`src/rtl/seq_serializer.sv`:
```
// -----------------------------------------------------------------------------
// seq_serializer
//   Parallel-to-serial converter. It accepts WIDTH-bit words over a
//   valid/ready handshake and emits them one bit per cycle on a registered
//   serial line. A one-word holding register lets the next word be queued
//   while the current word shifts, so back-to-back words leave no gap.
//
// Parameters
//   WIDTH      bits per parallel word (2..16)
//   MSB_FIRST  1: bit WIDTH-1 is sent first, 0: bit 0 is sent first
//
// Ports
//   CLK         clock, all state updates on the rising edge
//   RESET       synchronous active-high reset
//   LOAD_DATA   parallel word offered by upstream
//   LOAD_VALID  LOAD_DATA is valid this cycle
//   LOAD_READY  block can accept a word this cycle (= ~HOLD_FULL)
//   SDATA       serial bit stream, 0 while idle
//   SVALID      SDATA carries a payload bit this cycle
//   BUSY        shifter active or holding register occupied
// -----------------------------------------------------------------------------
module seq_serializer #(
    parameter int WIDTH     = 8,
    parameter bit MSB_FIRST = 1'b1
) (
    input  logic             CLK,
    input  logic             RESET,
    input  logic [WIDTH-1:0] LOAD_DATA,
    input  logic             LOAD_VALID,
    output logic             LOAD_READY,
    output logic             SDATA,
    output logic             SVALID,
    output logic             BUSY
);

    localparam int CNT_W = (WIDTH > 2) ? $clog2(WIDTH) : 1;
    localparam logic [CNT_W-1:0] LAST_BIT = CNT_W'(WIDTH - 1);

    typedef enum logic {
        IDLE  = 1'b0,
        SHIFT = 1'b1
    } state_t;

    state_t             state_q,     state_d;
    logic [WIDTH-1:0]   shifter_q,   shifter_d;
    logic [CNT_W-1:0]   bit_cnt_q,   bit_cnt_d;
    logic [WIDTH-1:0]   hold_q,      hold_d;
    logic               hold_full_q, hold_full_d;
    logic               sdata_q,     sdata_d;
    logic               svalid_q,    svalid_d;

    logic               accept;
    logic               do_load;
    logic [WIDTH-1:0]   load_word;

    // Bit that goes out first for a given word.
    function automatic logic head_bit(input logic [WIDTH-1:0] w);
        return MSB_FIRST ? w[WIDTH-1] : w[0];
    endfunction

    // Word with its head bit consumed, so the next bit to send sits at the head.
    function automatic logic [WIDTH-1:0] drop_head(input logic [WIDTH-1:0] w);
        return MSB_FIRST ? {w[WIDTH-2:0], 1'b0} : {1'b0, w[WIDTH-1:1]};
    endfunction

    assign LOAD_READY = ~hold_full_q;
    assign accept     = LOAD_VALID & LOAD_READY;
    assign SDATA      = sdata_q;
    assign SVALID     = svalid_q;
    assign BUSY       = (state_q == SHIFT) | hold_full_q;

    // The serial output is registered: on a load the head bit is written to
    // sdata_q directly and the shifter keeps only the bits not yet sent.
    always_comb begin
        state_d     = state_q;
        shifter_d   = shifter_q;
        bit_cnt_d   = bit_cnt_q;
        hold_d      = hold_q;
        hold_full_d = hold_full_q;
        sdata_d     = sdata_q;
        svalid_d    = svalid_q;
        do_load     = 1'b0;
        load_word   = '0;

        unique case (state_q)
            IDLE: begin
                sdata_d  = 1'b0;
                svalid_d = 1'b0;
                if (accept) begin
                    do_load   = 1'b1;
                    load_word = LOAD_DATA;
                    state_d   = SHIFT;
                end
            end
            SHIFT: begin
                if (bit_cnt_q == LAST_BIT) begin
                    if (hold_full_q) begin
                        do_load     = 1'b1;
                        load_word   = hold_q;
                        hold_full_d = 1'b0;
                    end else if (accept) begin
                        // Direct reload bypasses the holding register.
                        do_load   = 1'b1;
                        load_word = LOAD_DATA;
                    end else begin
                        state_d   = IDLE;
                        sdata_d   = 1'b0;
                        svalid_d  = 1'b0;
                        bit_cnt_d = '0;
                    end
                end else begin
                    sdata_d   = head_bit(shifter_q);
                    shifter_d = drop_head(shifter_q);
                    bit_cnt_d = bit_cnt_q + CNT_W'(1);
                    if (accept) begin
                        hold_d      = LOAD_DATA;
                        hold_full_d = 1'b1;
                    end
                end
            end
            default: begin
                state_d = IDLE;
            end
        endcase

        if (do_load) begin
            shifter_d = drop_head(load_word);
            sdata_d   = head_bit(load_word);
            svalid_d  = 1'b1;
            bit_cnt_d = '0;
        end
    end

    always_ff @(posedge CLK) begin
        if (RESET) begin
            state_q     <= IDLE;
            shifter_q   <= '0;
            bit_cnt_q   <= '0;
            hold_q      <= '0;
            hold_full_q <= 1'b0;
            sdata_q     <= 1'b0;
            svalid_q    <= 1'b0;
        end else begin
            state_q     <= state_d;
            shifter_q   <= shifter_d;
            bit_cnt_q   <= bit_cnt_d;
            hold_q      <= hold_d;
            hold_full_q <= hold_full_d;
            sdata_q     <= sdata_d;
            svalid_q    <= svalid_d;
        end
    end

endmodule

```
`config.mk`:
```
export PLATFORM = sky130hd
export DESIGN_NAME = seq_serializer
export DESIGN_NICKNAME = d
export VERILOG_FILES = /design/src/rtl/seq_serializer.sv
export SDC_FILE = /design/constraint.sdc
export NUM_CORES = 1
export LEC_CHECK = 0
export ABC_AREA = 1
export CELL_PAD_IN_SITES_DETAIL_PLACEMENT = 0
export CELL_PAD_IN_SITES_GLOBAL_PLACEMENT = 2
export CORE_MARGIN = 5
export CORE_UTILIZATION = 30
export DETAILED_ROUTE_END_ITERATION = 12
export GPL_TIMING_DRIVEN = 1
export PLACE_DENSITY = 0.83
export SETUP_SLACK_MARGIN = 0.05
export SLEW_MARGIN = 20
export SYNTH_ARGS = -nofsm -noshare
export SYNTH_HDL_FRONTEND = slang
export SYNTH_SLANG_ARGS = --single-unit
```
`constraint.sdc`:
```
create_clock -name CLK -period 1.6 [get_ports CLK]
set_input_delay 0.48 -clock CLK [delete_from_list [all_inputs] [get_ports CLK]]
set_output_delay 0.48 -clock CLK [all_outputs]
set_load 0.01 [all_outputs]
```
==> metrics.md <==
| Metric | Value |
|---|---|
| Status | finished, final reports clean |
| FF+latch area | 444 µm² |
| Netlist cell types | 24 |
| Fmax | 0.678 GHz |
| # fillers | 410 |
| GR Overflow Total | 0 |
| CP Launch Type | flip-flop |
| Post-synthesis sequential area ratio | 38.1% |
| Slowest CP cell | dfxtp_2 |
| RR Endpoint | shifter_q[2]$_SDFFE_PP0P_ |
| YS warnings | 0 |
| Port bufs | 14 |
| Vias in the first global route | approximately 1000 |
| Root Driver | clkbuf_8 |
| Die width | 72.1 µm |
| Pwr dens | ~900 mW/mm² |
| Post-route DRC | 0 |
| Setup TNS | 0 ns |
| Most common cell after layout, fill and taps aside | nand2_1 |
| #FFs+latches synth | 22 |
| Htree depth | 1 |
| Mapped Nets | 169 |
| Chip height | 72.1 µm |
| CP Cell Sequence | nor2_2 -> inv_1 -> clkdlybuf4s15_1 |
| GRT Overall Usage | 11.1% |
| Post-DP HPWL | 2.09 mm |
| Combinational group share of total power | 19.8% |
| Reg2reg start | bit_cnt_q[0]$_SDFFE_PP0P_ |
| Placed insts | 223 |
| Final critical-path required period | around 1.5 ns |
| Max Buffers Root-to-Sink | 2 |
| Top-area cell type share of the netlist area | 38.1% |
| Cell-internal power | 1040 µW |
| Standard cell core area | between 0.003 and 0.004 mm² |
| Switching share of power | 25.8% |
| Crit Path Class | reg -> out |
| Hold_ws | ~0.47 ns |
| RSZ-0062 raised after global routing | false |
| GPL Wtd Cong | approximately 0.73 |
| Syn Inst Count | 156 |
| Layout cells sized above 1 | 20.7% |
| Post-Syn Area per Cell | 7.42 µm² |
| Max-cap violations | 0 |
| Most frequent cells in the layout | 29 x nand2_1, 23 x nor2_1, 20 x nand3_1 |
| Initial DRT Pass Iterations | 4 |
| Period utilization | 92.2% |
| Die area | 0.00520 mm² |
| HP Class | reg -> reg |
| First-pass GRT wire length | 4.55 mm |
| CTS clock-pin slew for the worst setup and hold paths | roughly 0.08 ns |
| Final nets | 198 |
| Overall Power | roughly 1400 µW |
| CTS buffer count | 3 |
| Vias per Instance | around 4.6 |
| Crit-path max cell delay | about 0.34 ns |
| Pre-CTS setup slack | -0.175 ns |
| WP data arrival | 1.00 ns |
| DRT Wirelength | 2.79 mm |
| Setup ws final | around 0.12 ns |
| Hold buffers post-CTS | 0 |
| Critical path endpoint | BUSY |
| CTS tree | yes |
| Starting Density | 31.4% |
| Vias post-DR | approximately 1100 |
| Skew final | 0.00420 ns |
| Post-Syn Area | 0.00116 mm² |
| Initial antenna violation count | 0 |
| Routed Antenna Nets | 0 |
| Net switching power | approximately 360 µW |
| Maximum vdd drop | 0.000398 V |
| Static Leak | approximately 0.0007 µW |
| # rows | 22 |
| Fin cells | 232 |
| Crit path required time | 1.12 ns |
| Ports | 15 |
| CP Capture Type | primary output |
| Multi-input gate area | 627 µm² |
| DRT iter0 DRCs | 33 |
| Antenna cells | 0 |
| Reg2Reg Setup Slack | 0.14 ns |
| Yosys top cell by area | dfxtp_1 |
| Area delta synth->final | 32.1% |
| Worst skew pair latency | between 0.2 and 0.3 ns |
| Worst-path fanout max | 2 |
| Sequential group share of total power | 42.9% |
| Clock Sinks | 22 |
| Clock share of power | 37.3% |
| Wire per inst | 12.0 µm |
| Largest net degree at the start of global routing | 15 |
| Actual slew at the worst max-slew pin | approximately 0.24 ns |
| R2r worst-path depth | 7 |
| Setup crit start | state_q$_SDFF_PP0_ |
| Top cells by area, synth | dfxtp_1 38%, nand2_1 9.4%, nand3_1 8.6%, nor2_1 7.8%, nand2_8 5.2% |
| Setup violators final | 0 |
| Relative slew slack | 84.1% |
| Final Slew Violations | 0 |
| Count of final hold-check violations | 0 |
[area by class of cell]
class / instances / area share (%)
Multi-Input combinational cell: 112 / 41.0
Sequential cell: 22 / 29.1
Timing Repair Buffer: 28 / 16.6
Inverter: 18 / 4.75
Tap cell: 48 / 3.93
Clock buffer: 3 / 2.70
Clock inverter: 1 / 1.96
[worst max-delay path: cells and delay by family (launching register included)]
kind	cells	cell delay, ns
buffers and inverters	2	0.28
flip-flops	1	0.34
AND/OR/NAND/NOR	1	0.12
[per-layer routing]
metal	global-route usage [%]	wire length, µm	up-vias
met5	0	0	-
met4	4.38	44	0
met3	2.08	58	5
met2	20.6	1430	9
met1	12.2	1260	497
li1	-	-	565
[registers in the layout, indices dropped and copies added, names as in the netlist]
name and count:
SDATA 1, SVALID 1, shifter_q 7, hold_full_q 1, state_q 1, hold_q 8, bit_cnt_q 3
[what timing repair did]
item | 4_1_cts | 5_1_grt
pin swaps | 0 | 1
resized for setup | 6 | 12
cloned | 0 | 1
endpoints found under the setup margin | 5 | 11
buffers inserted | 0 | 4
[power by group through the flow]
stage / Sequential, µW / Clock [µW] / Combinational, µW
2_1_floorplan: 610 / 0 / 169
5_1_grt: 605 / 569 / 307
6_report: 601 / 522 / 277
3_3_place_gp: 612 / 0 / 257
4_1_cts: 600 / 543 / 258
3_5_place_dp: 613 / 0 / 259
[cells by family (layout without fill, tap and decap cells)]
group,count (synthesis),in the layout,synth area share [%]
flip-flops,22,22,38.1
AO/OA/AOI/OAI,21,21,10.2
buffers and inverters,23,50,9.73
AND/OR/NAND/NOR,88,89,39.9
adder cells (fa/ha/maj),2,2,2.16
[synthesized netlist by cell type, drive strengths merged]
| cell | count |
|---|---|
| nor2 | 26 |
| buf | 4 |
| a21oi | 8 |
| ha | 2 |
| o21ai | 12 |
| nor3 | 1 |
| or2 | 2 |
| nand2 | 34 |
| inv | 18 |
| nand3 | 20 |
| clkbuf | 1 |
| dfxtp | 22 |
| o22ai | 1 |
| nand4 | 5 |
[stage by stage]
stage               cell area, µm²  utilization (%)
global route                  1530             41.5
detailed placement            1400             38.0
CTS                           1480             40.0
finish                        1530             41.5
global placement              1400             38.0
floorplan                     1160                -
[worst min path at each step]
stage / end / from / depth (start not counted) / slack, ns
2_1_floorplan: hold_q[0]$_SDFFE_PP0P_ / hold_q[0]$_SDFFE_PP0P_ / 2 / 0.42
3_3_place_gp: hold_q[0]$_SDFFE_PP0P_ / hold_q[0]$_SDFFE_PP0P_ / 2 / 0.43
3_5_place_dp: hold_q[7]$_SDFFE_PP0P_ / hold_q[7]$_SDFFE_PP0P_ / 2 / 0.45
4_1_cts: hold_q[7]$_SDFFE_PP0P_ / hold_q[7]$_SDFFE_PP0P_ / 2 / 0.46
5_1_grt: bit_cnt_q[2]$_SDFFE_PP0P_ / bit_cnt_q[2]$_SDFFE_PP0P_ / 2 / 0.50
6_report: hold_q[7]$_SDFFE_PP0P_ / hold_q[7]$_SDFFE_PP0P_ / 2 / 0.47
(Power assumes the default switching activity.)
